File: config.mk
export PLATFORM = sky130hd
export DESIGN_NAME = sprite_motion_ctrl_flat
export DESIGN_NICKNAME = d
export VERILOG_FILES = /design/src/rtl/sprite_motion_ctrl_if.sv /design/src/rtl/sprite_motion_ctrl.sv /design/src/flat_wrapper.sv
export SDC_FILE = /design/constraint.sdc
export NUM_CORES = 1
export LEC_CHECK = 0
export ABC_AREA = 1
export CAP_MARGIN = 20
export CORE_AREA = 3 3 154 156
export CTS_CLUSTER_DIAMETER = 50
export DETAILED_ROUTE_END_ITERATION = 12
export DIE_AREA = 0 0 157 159
export GPL_TIMING_DRIVEN = 1
export SLEW_MARGIN = 20
export SYNTH_ARGS = -nofsm -noshare
export SYNTH_HDL_FRONTEND = slang
export SYNTH_SLANG_ARGS = --single-unit
File: constraint.sdc
create_clock -name CLOCK -period 3.3 [get_ports CLOCK]
set_input_delay 0.495 -clock CLOCK [delete_from_list [all_inputs] [get_ports CLOCK]]
set_output_delay 0.495 -clock CLOCK [all_outputs]
set_load 0.01 [all_outputs]
File: src/rtl/sprite_motion_ctrl_if.sv
// Button inputs and sprite position outputs of sprite_motion_ctrl.
// The master drives the raw buttons and speed select; the slave reports position, run state and step pulses.
interface sprite_motion_ctrl_if;
    logic       btnC;
    logic       btnU;
    logic       btnD;
    logic       btnL;
    logic       btnR;
    logic       speed_sel;
    logic [6:0] pos_x;
    logic [5:0] pos_y;
    logic       active;
    logic       step;

    modport master (
        output btnC, btnU, btnD, btnL, btnR, speed_sel,
        input  pos_x, pos_y, active, step
    );

    modport slave (
        input  btnC, btnU, btnD, btnL, btnR, speed_sel,
        output pos_x, pos_y, active, step
    );
endinterface

File: src/rtl/sprite_motion_ctrl.sv
// Debounces the five push buttons, runs the start/home FSM and steps the sprite position at a selectable repeat rate.
// Define SPRITE_WRAP_EN to wrap the sprite to the opposite edge instead of clamping it.
module sprite_motion_ctrl #(
    parameter int DEB_CYCLES  = 100000,
    parameter int PERIOD_NORM = 2222000,
    parameter int PERIOD_SLOW = 3333000,
    parameter int SIZE        = 6,
    parameter int X_MAX       = 95,
    parameter int Y_MAX       = 63,
    parameter int HOME_X      = 45,
    parameter int HOME_Y      = 55
) (
    input logic            CLOCK,
    input logic            RESET_N,
    sprite_motion_ctrl_if.slave bus
);
    localparam int NB     = 5;
    localparam int B_R    = 0;
    localparam int B_L    = 1;
    localparam int B_D    = 2;
    localparam int B_U    = 3;
    localparam int B_C    = 4;
    localparam int DEB_W  = (DEB_CYCLES > 1) ? $clog2(DEB_CYCLES) : 1;
    localparam int PMAX   = (PERIOD_NORM > PERIOD_SLOW) ? PERIOD_NORM : PERIOD_SLOW;
    localparam int RATE_W = (PMAX > 1) ? $clog2(PMAX) : 1;

    localparam logic [DEB_W-1:0]  DEB_LAST  = DEB_W'(DEB_CYCLES - 1);
    localparam logic [RATE_W-1:0] NORM_LAST = RATE_W'(PERIOD_NORM - 1);
    localparam logic [RATE_W-1:0] SLOW_LAST = RATE_W'(PERIOD_SLOW - 1);
    localparam logic [7:0]        X_LIM     = 8'(X_MAX - SIZE + 1);
    localparam logic [7:0]        Y_LIM     = 8'(Y_MAX - SIZE + 1);
    localparam logic [6:0]        HOME_X_V  = 7'(HOME_X);
    localparam logic [5:0]        HOME_Y_V  = 6'(HOME_Y);

    typedef enum logic {
        ST_IDLE = 1'b0,
        ST_RUN  = 1'b1
    } state_t;

    typedef enum logic [2:0] {
        DIR_NONE = 3'd0,
        DIR_L    = 3'd1,
        DIR_R    = 3'd2,
        DIR_U    = 3'd3,
        DIR_D    = 3'd4
    } dir_t;

    // One axis step in 8 bits; returns {taken, new value}. Out-of-range results never wrap silently.
    function automatic logic [8:0] axis_step(input logic [7:0] cur, input logic inc, input logic [7:0] lim);
        logic [7:0] nxt;
        nxt = inc ? (cur + 8'd1) : (cur - 8'd1);
        if (nxt <= lim) begin
            axis_step = {1'b1, nxt};
        end else begin
`ifdef SPRITE_WRAP_EN
            axis_step = {1'b1, (inc ? 8'd0 : lim)};
`else
            axis_step = {1'b0, cur};
`endif
        end
    endfunction

    logic [NB-1:0]     raw_s;
    logic [NB-1:0]     sync1_r;
    logic [NB-1:0]     sync2_r;
    logic [NB-1:0]     deb_r;
    logic [DEB_W-1:0]  deb_cnt_r [NB];
    logic              c_prev_r;
    logic              c_rise_s;

    state_t            state_r;
    state_t            state_next_s;
    dir_t              dir_r;
    dir_t              dir_s;
    logic [RATE_W-1:0] rate_r;
    logic [RATE_W-1:0] rate_next_s;
    logic [RATE_W-1:0] period_last_s;
    logic              move_req_s;
    logic [8:0]        mv_x_s;
    logic [8:0]        mv_y_s;

    logic [6:0]        pos_x_r;
    logic [6:0]        pos_x_next_s;
    logic [5:0]        pos_y_r;
    logic [5:0]        pos_y_next_s;
    logic              step_r;
    logic              step_next_s;
    logic              active_r;
    logic              active_next_s;

    assign raw_s         = {bus.btnC, bus.btnU, bus.btnD, bus.btnL, bus.btnR};
    assign c_rise_s      = deb_r[B_C] & ~c_prev_r;
    assign period_last_s = bus.speed_sel ? SLOW_LAST : NORM_LAST;
    assign mv_x_s        = axis_step({1'b0, pos_x_r}, (dir_s == DIR_L), X_LIM);
    assign mv_y_s        = axis_step({2'b00, pos_y_r}, (dir_s == DIR_U), Y_LIM);

    // Synchronise each raw button and flip its debounced level after DEB_CYCLES stable cycles.
    always_ff @(posedge CLOCK or negedge RESET_N) begin
        if (!RESET_N) begin
            sync1_r  <= '0;
            sync2_r  <= '0;
            deb_r    <= '0;
            c_prev_r <= 1'b0;
            for (int i = 0; i < NB; i++) begin
                deb_cnt_r[i] <= '0;
            end
        end else begin
            sync1_r  <= raw_s;
            sync2_r  <= sync1_r;
            c_prev_r <= deb_r[B_C];
            for (int i = 0; i < NB; i++) begin
                if (sync2_r[i] != deb_r[i]) begin
                    if (deb_cnt_r[i] == DEB_LAST) begin
                        deb_r[i]     <= ~deb_r[i];
                        deb_cnt_r[i] <= '0;
                    end else begin
                        deb_cnt_r[i] <= deb_cnt_r[i] + DEB_W'(1);
                    end
                end else begin
                    deb_cnt_r[i] <= '0;
                end
            end
        end
    end

    // Direction priority L > R > U > D, serviced only while running.
    always_comb begin
        dir_s = DIR_NONE;
        if (state_r == ST_RUN) begin
            if (deb_r[B_L]) begin
                dir_s = DIR_L;
            end else if (deb_r[B_R]) begin
                dir_s = DIR_R;
            end else if (deb_r[B_U]) begin
                dir_s = DIR_U;
            end else if (deb_r[B_D]) begin
                dir_s = DIR_D;
            end else begin
                dir_s = DIR_NONE;
            end
        end else begin
            dir_s = DIR_NONE;
        end
    end

    // Repeat timer: immediate step on a new direction, then one step per period; the period is re-sampled every cycle.
    always_comb begin
        rate_next_s = rate_r;
        move_req_s  = 1'b0;
        if (dir_s == DIR_NONE) begin
            rate_next_s = '0;
        end else if (dir_s != dir_r) begin
            move_req_s  = 1'b1;
            rate_next_s = '0;
        end else if (rate_r >= period_last_s) begin
            move_req_s  = 1'b1;
            rate_next_s = '0;
        end else begin
            rate_next_s = rate_r + RATE_W'(1);
        end
    end

    // FSM next state and position update; a home reload overrides any step in the same cycle.
    always_comb begin
        state_next_s  = state_r;
        pos_x_next_s  = pos_x_r;
        pos_y_next_s  = pos_y_r;
        step_next_s   = 1'b0;
        case (state_r)
            ST_IDLE: begin
                if (c_rise_s) begin
                    state_next_s = ST_RUN;
                end else begin
                    state_next_s = ST_IDLE;
                end
            end
            ST_RUN: begin
                state_next_s = ST_RUN;
            end
            default: begin
                state_next_s = ST_IDLE;
            end
        endcase
        active_next_s = (state_next_s == ST_RUN);

        if (c_rise_s) begin
            pos_x_next_s = HOME_X_V;
            pos_y_next_s = HOME_Y_V;
        end else if (move_req_s && ((dir_s == DIR_L) || (dir_s == DIR_R)) && mv_x_s[8]) begin
            pos_x_next_s = 7'(mv_x_s);
            step_next_s  = 1'b1;
        end else if (move_req_s && ((dir_s == DIR_U) || (dir_s == DIR_D)) && mv_y_s[8]) begin
            pos_y_next_s = 6'(mv_y_s);
            step_next_s  = 1'b1;
        end else begin
            step_next_s  = 1'b0;
        end
    end

    // FSM state register.
    always_ff @(posedge CLOCK or negedge RESET_N) begin
        if (!RESET_N) begin
            state_r <= ST_IDLE;
        end else begin
            state_r <= state_next_s;
        end
    end

    // Registered position, outputs and repeat-timer state.
    always_ff @(posedge CLOCK or negedge RESET_N) begin
        if (!RESET_N) begin
            pos_x_r  <= HOME_X_V;
            pos_y_r  <= HOME_Y_V;
            step_r   <= 1'b0;
            active_r <= 1'b0;
            rate_r   <= '0;
            dir_r    <= DIR_NONE;
        end else begin
            pos_x_r  <= pos_x_next_s;
            pos_y_r  <= pos_y_next_s;
            step_r   <= step_next_s;
            active_r <= active_next_s;
            rate_r   <= rate_next_s;
            dir_r    <= dir_s;
        end
    end

    assign bus.pos_x  = pos_x_r;
    assign bus.pos_y  = pos_y_r;
    assign bus.active = active_r;
    assign bus.step   = step_r;
endmodule

File: src/flat_wrapper.sv
// flat-port wrapper written by rule: the top's interface ports become plain ports
module sprite_motion_ctrl_flat 
#(
    parameter int DEB_CYCLES  = 100000,
    parameter int PERIOD_NORM = 2222000,
    parameter int PERIOD_SLOW = 3333000,
    parameter int SIZE        = 6,
    parameter int X_MAX       = 95,
    parameter int Y_MAX       = 63,
    parameter int HOME_X      = 45,
    parameter int HOME_Y      = 55
)
  (CLOCK, RESET_N, bus_btnC, bus_btnU, bus_btnD, bus_btnL, bus_btnR, bus_speed_sel, bus_pos_x, bus_pos_y, bus_active, bus_step);
  sprite_motion_ctrl_if bus_i ();
  input logic CLOCK;
  input logic RESET_N;
  input wire logic [$bits(bus_i.btnC)-1:0] bus_btnC;
  input wire logic [$bits(bus_i.btnU)-1:0] bus_btnU;
  input wire logic [$bits(bus_i.btnD)-1:0] bus_btnD;
  input wire logic [$bits(bus_i.btnL)-1:0] bus_btnL;
  input wire logic [$bits(bus_i.btnR)-1:0] bus_btnR;
  input wire logic [$bits(bus_i.speed_sel)-1:0] bus_speed_sel;
  output wire logic [$bits(bus_i.pos_x)-1:0] bus_pos_x;
  output wire logic [$bits(bus_i.pos_y)-1:0] bus_pos_y;
  output wire logic [$bits(bus_i.active)-1:0] bus_active;
  output wire logic [$bits(bus_i.step)-1:0] bus_step;
  assign bus_i.btnC = bus_btnC;
  assign bus_i.btnU = bus_btnU;
  assign bus_i.btnD = bus_btnD;
  assign bus_i.btnL = bus_btnL;
  assign bus_i.btnR = bus_btnR;
  assign bus_i.speed_sel = bus_speed_sel;
  assign bus_pos_x = bus_i.pos_x;
  assign bus_pos_y = bus_i.pos_y;
  assign bus_active = bus_i.active;
  assign bus_step = bus_i.step;
  sprite_motion_ctrl #(.DEB_CYCLES(DEB_CYCLES), .PERIOD_NORM(PERIOD_NORM), .PERIOD_SLOW(PERIOD_SLOW), .SIZE(SIZE), .X_MAX(X_MAX), .Y_MAX(Y_MAX), .HOME_X(HOME_X), .HOME_Y(HOME_Y)) u_core (.CLOCK(CLOCK), .RESET_N(RESET_N), .bus(bus_i));
endmodule
* After elaboration in Yosys (flattened, before gate mapping) *
Cells that the tools add are included.

word-level totals
  bits in registers = 141
  word-level logic and storage cells = 110
  output and inout port bits = 15

cells by class
  eq/ne operators = 16
  reduce and logical (&&, ||, !) cells = 18
  add/sub/neg operators = 10
  mux-type cells = 36
  order comparisons = 3
  bitwise operators = 8

operators by type and width
  cell                                                  count
  2-to-1 mux 17 bit                                     10
  adder 17 x 1 -> 17 bit (second input constant)        5
  equality test 17 bit (second input constant)          5
  2-to-1 mux 22 bit                                     3
  adder 22 x 1 -> 22 bit (second input constant)        1
  >= comparator 22 bit                                  1
  2-to-1 mux 21 bit                                     1
  2-to-1 mux 6 bit                                      3
  2-to-1 mux 9 bit                                      2
  2-to-1 mux 8 bit                                      2
  2-to-1 mux 3 bit                                      5
  2-to-1 mux 7 bit                                      2
  AND reduction 2 bit                                   6
  adder 7 x 1 -> 8 bit (second input constant)          1
  <= comparator 8 x 6 -> 1 bit (second input constant)  1
  <= comparator 8 x 7 -> 1 bit (second input constant)  1
  nonzero test 2 bit                                    4
  subtractor 7 x 1 -> 8 bit (second input constant)     1
  adder 6 x 1 -> 7 bit (second input constant)          1
  2-to-1 mux 1 bit                                      7
  inverter 1 bit                                        7
  subtractor 6 x 1 -> 7 bit (second input constant)     1
  equality test 3 x 2 -> 1 bit (second input constant)  2
  != test 1 bit                                         5
  10 further kinds                                      14

* Depth between registers and ports, before layout *
  word-level depth = 13
  mapped depth = 15

* Worst setup path before layout *
No wires, ideal clock.

  kind = register to register
  start = register u_core.deb_r[1]
  end = register u_core.pos_x_r[0] (netlist: u_core.bus.pos_x[0])
  arrival = 2.180 ns
  data required time = 3.225 ns
  library setup time = 0.075 ns
  clock period less this slack = 2.256 ns
  path slack = 1.044 ns
  stages on the path, launching flop included = 15
  cells stage by stage = dfrtp_1 > nand2_1 > ha_1 > a21oi_1 > nand2_1 > nand2_1 > nand3b_1 > nand2_1 > nand2_1 > nand2_1 > nand2_1 > nor2_2 > nand2_1 > nand2_1 > nand2_1

on the way
  cells in the longest elaborated chain, start to end = 9
  elaborated cells between the ends (all ways) = 19

ends and longest elaborated chain
  what                                                              line                                                                            source
  from (decl)                                                       sprite_motion_ctrl.sv:66                                                        logic [NB-1:0] deb_r;
  from (signal, indexed assignment)                                 sprite_motion_ctrl.sv:114                                                       deb_r[i] <= ~deb_r[i];
  2-to-1 mux 3 bit (*)                                              sprite_motion_ctrl.sv:130                                                       if (deb_r[B_L]) begin
  2-to-1 mux 3 bit (*)                                              sprite_motion_ctrl.sv:129                                                       if (state_r == ST_RUN) begin
  equality test 3 x 1 -> 1 bit or != test 3 bit (tied branches)     sprite_motion_ctrl.sv:94, sprite_motion_ctrl.sv:189, sprite_motion_ctrl.sv:152
  2-to-1 mux 8 bit or 2-to-1 mux 1 bit (tied branches)              sprite_motion_ctrl.sv:51, sprite_motion_ctrl.sv:152
  <= comparator 8 x 7 -> 1 bit or 2-to-1 mux 1 bit (tied branches)  sprite_motion_ctrl.sv:52, sprite_motion_ctrl.sv:150
  2-to-1 mux 9 bit or logical AND 1 bit (tied branches)             sprite_motion_ctrl.sv:52, sprite_motion_ctrl.sv:189
  logical AND 1 bit                                                 sprite_motion_ctrl.sv:189                                                       end else if (move_req_s && ((dir_s == DIR_L) || (dir_s == DIR_R)) && mv_x_s[8]) begin
  nonzero test 2 bit (no line)                                      --
  AND reduction 2 bit (no line)                                     --
  to (signal assigned)                                              sprite_motion_ctrl.sv:219                                                       pos_x_r <= pos_x_next_s;
  to (decl)                                                         sprite_motion_ctrl.sv:82                                                        logic [6:0] pos_x_r;

Mark *: on every way between the ends. The rest lies on a longest branch, timed or not. The select of a mux whose other input is x is not followed.
A chain may end at the register's enable or synchronous reset.

* Worst setup path after layout *
Ends and elaborated chain as after synthesis.

==> results.txt <==
----------------------------------------------------
[Finish]
  Fillcell total ... 2225
  Total Nets Final ... about 1100
  Total inserted antenna cells ... 0
  Non-filler instance count after layout ... 1332
  Area added between synthesis and finish ... 14.9%
  Fraction of layout cells with a size suffix above 1 ... 0.0907
  End-of-flow core utilization ... 0.401
  Most frequent standard cell in the layout excluding fill and tap cells ... sky130_fd_sc_hd__nand2_1
  Most frequent cells in the layout ... 220 x sky130_fd_sc_hd__nand2_1, 137 x sky130_fd_sc_hd__inv_1, 132 x sky130_fd_sc_hd__dfrtp_1, 122 x sky130_fd_sc_hd__nor2_1, 79 x sky130_fd_sc_hd__nand3_1

[Critical path]
  Capturing element type of the critical path ... register
  CP required ... between 3000 and 4000 ps
  Kind of launch point of the worst setup path ... register
  FF-to-FF path depth ... 14
  WP data arrival ... 3030 ps
  Flop-to-flop setup slack ... about 630 ps
  Critical R2R Capture ... u_core.bus.pos_x[0]
  Startpoint-to-endpoint class of the critical path ... register to register
  Maximum fanout count along the critical path ... 10
  Launch point of the worst reg-to-reg path ... u_core.deb_r[1]

[Synthesis]
  Area of the mapped netlist ... roughly 7800 sq um
  Number of synthesized flops with an enable pin ... 0
  Dominant combinational cell family by area after synthesis ... simple AND/OR/NAND/NOR gates
  Area share of the largest cell type after synthesis ... 0.421
  Simple logic cell fraction of the synthesized area ... 0.326
  Sequential element share of the synthesized area ... 0.451
  Adder-cell area share of the yosys netlist ... 0.0424
  Synthesized instance count ... 994
  Primary flip-flop cell chosen by synthesis mapping ... sky130_fd_sc_hd__dfrtp_1
  Synth Area in XOR/XNOR ... 0.0346
  Fraction of registers with async set or reset after synthesis ... 1.00
  Average size of a mapped cell ... 7.90 sq um
  Post-synthesis cell type count ... 41
  Cell type contributing the most total cell area after synthesis ... sky130_fd_sc_hd__dfrtp_1
  Portion of netlist area occupied by mux cells ... 0.00430
  Synth Net Count ... 1028
  Share of the synthesized area in compound gates (AO/OA/AOI/OAI) ... 0.0689
  Number of register bits inferred by synthesis ... 141
  Count of yosys warnings during synthesis ... 0
  Top cells by area, synth ... sky130_fd_sc_hd__dfrtp_1 42%, sky130_fd_sc_hd__nand2_1 11%, sky130_fd_sc_hd__inv_1 6.6%

[Floorplan]
  FP Rows ... 55
  Count of pins on the block boundary ... 23
  Initial standard-cell utilization of the core ... 0.349
  Die Span Y ... ~160 microns
  Floorplan die area ... 25000 sq um
  Placeable core region ... 22500 sq um
  Horiz. Die Dim ... 157 microns

[Route]
  First-pass iteration count of the detailed router ... 5
  Routed via count ... 6364
  Via density per instance ... 4.78
  Number of DRC violations after detailed-routing iteration 0 ... 271
  Post-route DRC ... 0
  Post-Route WL ... 15700 microns
  Count of antenna-violating nets left after detailed routing ... 0
  Mean routed wirelength per cell ... between 10 and 15 microns

[GRT]
  Pin count of the biggest net entering global routing ... 73
  GR Overflow Total ... 0
  Number of antenna violations at the first check in global routing ... 0
  All-Layer GR Usage ... 0.135
  Global-route wire length before repair ... 28200 microns
  Via count of the first global-routing pass ... 6145

[Placed design]
  Post-DP HPWL ... about 12000 microns
  Port Buffer Count ... 22
  Pre-CTS setup slack ... 485 ps
  GPL Wtd Cong ... 0.822
  Cell count after placement ... 1300

[Clocking]
  Max H-tree Level ... 4
  CTS-repair resized insts ... 0
  Post-CTS Setup Bufs ... 0
  Clock Tree Root ... sky130_fd_sc_hd__clkbuf_16
  Buffer depth of the longest clock path ... 2
  CTS tree ... done
  CTS buffer count ... 17
  Clock-pin slew of the registers on the worst-case setup and hold paths ... ~70 ps
  Clock latency reported for the late side of the worst-skew pair ... 420 ps
  Sink count of the clock tree ... ~140
  Post-CTS Hold Fix Bufs ... 0

[STA]
  Pins over their slew limit ... 0
  Slew @ Worst Pin ... 675 ps
  Setup skew after layout ... approximately 8.1 ps
  Total count of hold-check failures in the final report ... 0
  Worst max-slew margin expressed relative to the limit ... 0.550
  Total Negative Setup Slacks ... 0 ps
  Achievable Freq ... 0.375 GHz
  Setup repair after global routing missed its margin ... false
  Final critical-path required period ... 2670 ps
  Setup ws final ... roughly 630 ps
  Final clock period utilization by the worst path ... 0.808
  Total of endpoints with negative setup slack in the final report ... 0

[Hold path]
  Hold Path Class ... input port to async pin

[Power and ir drop]
  Leakage power ... 4.16 nW
  Power per unit of standard cell area ... ~420 nW/um^2
  IR Drop Worst-Case VDD ... 372 uV

[Run]
  Max capacitance violation total ... 0

[Outcome]
  Result of the run ... complete, no violations

----------------------------------------------------
==> logic make-up after synthesis <==
group                      after synthesis
buffers and inverters                  149
muxes                                    3
and+or+nand+nor                        548
AOI/OAI and AO/OA                       96
adders and majority gates               26
xor gates and xnor gates                31
DFF                                    141
==> area by class of cell <==
type / count / area (sq um) / share of cell area
Multi-Input combinational cell: 704 / 3740 / 0.415
Sequential cell: 141 / 3540 / 0.392
Inverter: 143 / 537 / 0.0595
Clock buffer: 18 / 429 / 0.0476
Tap cell: 285 / 357 / 0.0395
Timing Repair Buffer: 27 / 259 / 0.0287
Clock inverter: 14 / 158 / 0.0175
==> sequential cells by signal (all words and copies together), names as in the netlist <==
name	flops
u_core.state_r	1
u_core.bus.pos_y	6
u_core.sync1_r	5
u_core.bus.step	1
u_core.sync2_r	5
u_core.bus.pos_x	7
u_core.deb_r	5
u_core.c_prev_r	1
u_core.dir_r	3
u_core.deb_cnt_r	85
u_core.rate_r	22
==> power by group <==
part	switching [mW]	leakage [nW]	internal, mW
clock network	0.778	0.278	1.13
logic	0.0740	1.98	0.0334
registers	0.0141	1.90	1.75
total	0.866	4.16	2.91
==> metrics by stage <==
stage | hold slack (ps) | total power, mW | cell area, sq um
global placement | 337 | 1.91 | 8430
global route | 145 | 3.93 | 9020
CTS | 107 | 3.84 | 9020
detailed placement | 338 | 1.91 | 8430
floorplan | 199 | 1.84 | 7850
finish | 90.2 | 3.78 | 9020
==> worst max-delay path, cell delays in order, from the launching register on <==
cell and delay [ps]:
sky130_fd_sc_hd__dfrtp_1 520, sky130_fd_sc_hd__nand2_1 350, sky130_fd_sc_hd__ha_1 450, sky130_fd_sc_hd__a21oi_1 200, sky130_fd_sc_hd__nand2_1 110, sky130_fd_sc_hd__nand2_1 90
sky130_fd_sc_hd__nand3b_1 80, sky130_fd_sc_hd__nand2_1 100, sky130_fd_sc_hd__nand2_1 50, sky130_fd_sc_hd__nand2_1 140, sky130_fd_sc_hd__nand2_1 130, sky130_fd_sc_hd__nor2_2 170
sky130_fd_sc_hd__nand2_1 90, sky130_fd_sc_hd__nand2_1 80, sky130_fd_sc_hd__nand2_1 50
==> worst max-delay path by stage <==
stage	cells past startpoint	end	startpoint	slack, ps
2_1_floorplan	14	u_core.bus.pos_x[0]	u_core.deb_r[1]	1040
4_1_cts	14	u_core.bus.pos_x[0]	u_core.deb_r[1]	610
5_1_grt	14	u_core.bus.pos_x[0]	u_core.deb_r[1]	300
3_5_place_dp	14	u_core.rate_r[3]	bus_speed_sel	490
6_report	14	u_core.bus.pos_x[0]	u_core.deb_r[1]	630
3_3_place_gp	14	u_core.rate_r[3]	bus_speed_sel	530
==> synthesized netlist by cell type, drive strengths merged, types with 5 or more instances <==
cell type,instances
nand2,224
nor2,146
inv,143
dfrtp,132
nand3,82
a21oi,44
o21ai,34
nor3,33
nand4,31
ha,25
xor2,20
nor4,13
xnor2,11
dfstp,9
nor3b,9
a211oi,7
nand3b,5
==> layer usage <==
| layer | vias up | GRT usage | wire length, microns |
|---|---|---|---|
| met4 | 0 | 0.0374 | 182 |
| met2 | 61 | 0.219 | 7350 |
| met5 | - | 0 | 0 |
| met1 | 2974 | 0.178 | 7740 |
| li1 | 3312 | - | - |
| met3 | 17 | 0.0332 | 450 |
Power figures use the tool's default switching activity.
==> variant, RTL diff (config.mk and constraints unchanged) <==
`DEB_CYCLES` is set to 100000 in 2 places; all go to 200000.
--- a/src/rtl/sprite_motion_ctrl.sv
+++ b/src/rtl/sprite_motion_ctrl.sv
@@ -2,5 +2,5 @@
 // Define SPRITE_WRAP_EN to wrap the sprite to the opposite edge instead of clamping it.
 module sprite_motion_ctrl #(
-    parameter int DEB_CYCLES  = 100000,
+    parameter int DEB_CYCLES  = 200000,
     parameter int PERIOD_NORM = 2222000,
     parameter int PERIOD_SLOW = 3333000,
--- a/src/flat_wrapper.sv
+++ b/src/flat_wrapper.sv
@@ -2,5 +2,5 @@
 module sprite_motion_ctrl_flat 
 #(
-    parameter int DEB_CYCLES  = 100000,
+    parameter int DEB_CYCLES  = 200000,
     parameter int PERIOD_NORM = 2222000,
     parameter int PERIOD_SLOW = 3333000,
Formal check against the unedited RTL: same outputs for any inputs over 10 cycles, from zero or initial values and one cycle with RESET_N low; that may be too few to reach the edited logic, so the function may still have changed.
==> variant against the unedited design <==
Synthesized area rose by 3.8%; cell area rose by 2.7%; utilization rose by 1.1 points; worst setup slack improved by 69 ps; first-iteration DRC count rose by 9.2%; synthesized cell count rose by 2.1%; wire length rose by 2.2%; sequential cell count rose by 5; power rose by 0.66%; global-route usage rose by 0.30 points; critical path depth fell by 1; hold slack improved by 25 ps.
==> variant: results (changes against the unedited design) <==
[status]
run_status = finished, final reports clean

[clock_network]
ctsRootBufferMaster = clkbuf_16
cts.htree.levels = 4  ; unchanged

[timing]
clock-skew-final_ps = 8.06  ; -0.0416 ps
slew-limit-headroom_pct = 49.0  ; -6.0 points

[layout]
max_ffs_per_register = 90  ; +5.9%
drive_above_1_share_pct = 8.83  ; -0.24 points
nets = 1085  ; +1.6%
most_flop_heavy_register = u_core.deb_cnt_r

[place]
placed_cell_area_um2 = 8700  ; +3.2%
port_buffer_cells = 22  ; unchanged
placer_congestion = 0.830  ; +0.95%
dp_hpwl_um = 11600  ; +0.38%

[logic_synthesis]
synth_async_sr_flop_share_pct = 100  ; unchanged
number_of_distinct_library_cell_variants_in_the_gate_level_netlist_after_synthesis = 45  ; +9.8%
synth.area.top_cells = dfrtp_1 42%, nand2_1 9.6%, inv_1 6.7%, nor2_1 5.9%, ha_1 3.8%
synth_commonest_cells = 209 x nand2_1, 146 x inv_1, 137 x dfrtp_1
syn-num-nets = 1049  ; +2.0%
synth-seq-area-share_pct = 45.0  ; -0.11 points

[route]
drc_marker_count_from_the_first_detailed_route_iteration = 296  ; +9.2%
drt-wirelength-per-cell_um = 11.9  ; +0.92%
drt_pass1_iterations = 5  ; unchanged
dr_total_vias = 6399  ; +0.55%

[setup_path]
crit_path_max_incr_delay_ps = 470  ; -50 ps
critical_path.slowest_cell = ha_1

[power]
p_leak_nw = 4.27  ; +2.8%
max-vdd-ir-drop_v = 0.000268  ; -28%

[global_routing]
number_of_global_route_vias_before_repair = 6287  ; +2.3%
grt_util_all_layers_pct = 13.8  ; +0.30 points
grt_pass1_wl_um = 28800  ; +2.0%
maximum_number_of_pins_on_one_net_before_global_route_repair = 81  ; +11%

[variant: metrics by stage]
step / utilization (%) / std cells / setup WS (ps) / hold WS, ps
after floorplan: - / 1015 / 1140 / 199
after global placement: 38.7 / 1317 / 524 / 337
after detailed placement: 38.7 / 1317 / 422 / 336
after CTS: 41.2 / 1349 / 693 / 151
after global routing: 41.2 / 1349 / 460 / 189
final: 41.2 / 1349 / 703 / 116
[variant: power breakdown]
group	switching [mW]	internal, mW	leakage [nW]
registers	0.0184	1.81	1.97
clock network	0.734	1.13	0.268
logic	0.0741	0.0308	2.03
[variant: metal layers]
layer  vias to the layer above  GRT usage, %  share of wire (%)
met4                         0          4.85                1.5
met5                         -             0                  0
met2                        63          21.8                 46
met1                      2958          18.9                 50
met3                        17          2.50                2.1
li1                       3361             -                  -
[variant: path summary, 6_finish.rpt]
kind	startpoint	depth (start not counted)	slack, ps	to
worst min register to register	u_core.sync1_r[3]	0	350	u_core.sync2_r[3]
min in group CLOCK	u_core.sync1_r[3]	0	350	u_core.sync2_r[3]
worst max register to register	u_core.state_r	13	700	u_core.bus.pos_x[2]
max in group asynchronous	RESET_N	2	2420	u_core.deb_cnt_r[10]
worst max-delay path	u_core.state_r	13	700	u_core.bus.pos_x[2]
worst min-delay path	RESET_N	1	120	u_core.deb_cnt_r[83]
[variant: final cells by class]
class	count	area, um^2
flip-flops and latches	146	3660
clock inverters	9	106
multi-input cells	714	3870
fillers	2211	13200
well taps	285	357
inverters	147	552
repair buffers	25	256
clock buffers	23	458
[variant: cell families after synthesis]
kind of cell / synth area share [%]
compound gates: 5.81
fa+ha+maj: 4.09
flops: 45.0
simple gates: 32.7
buf+inv: 7.45
xor+xnor: 4.73
mux: 0.276
[variant: worst register-to-register path: cells and delay by family, from the launching register on]
family	cells	cell delay, ps
compound gates	2	530
fa+ha+maj	1	480
flops	1	450
simple gates	10	1090
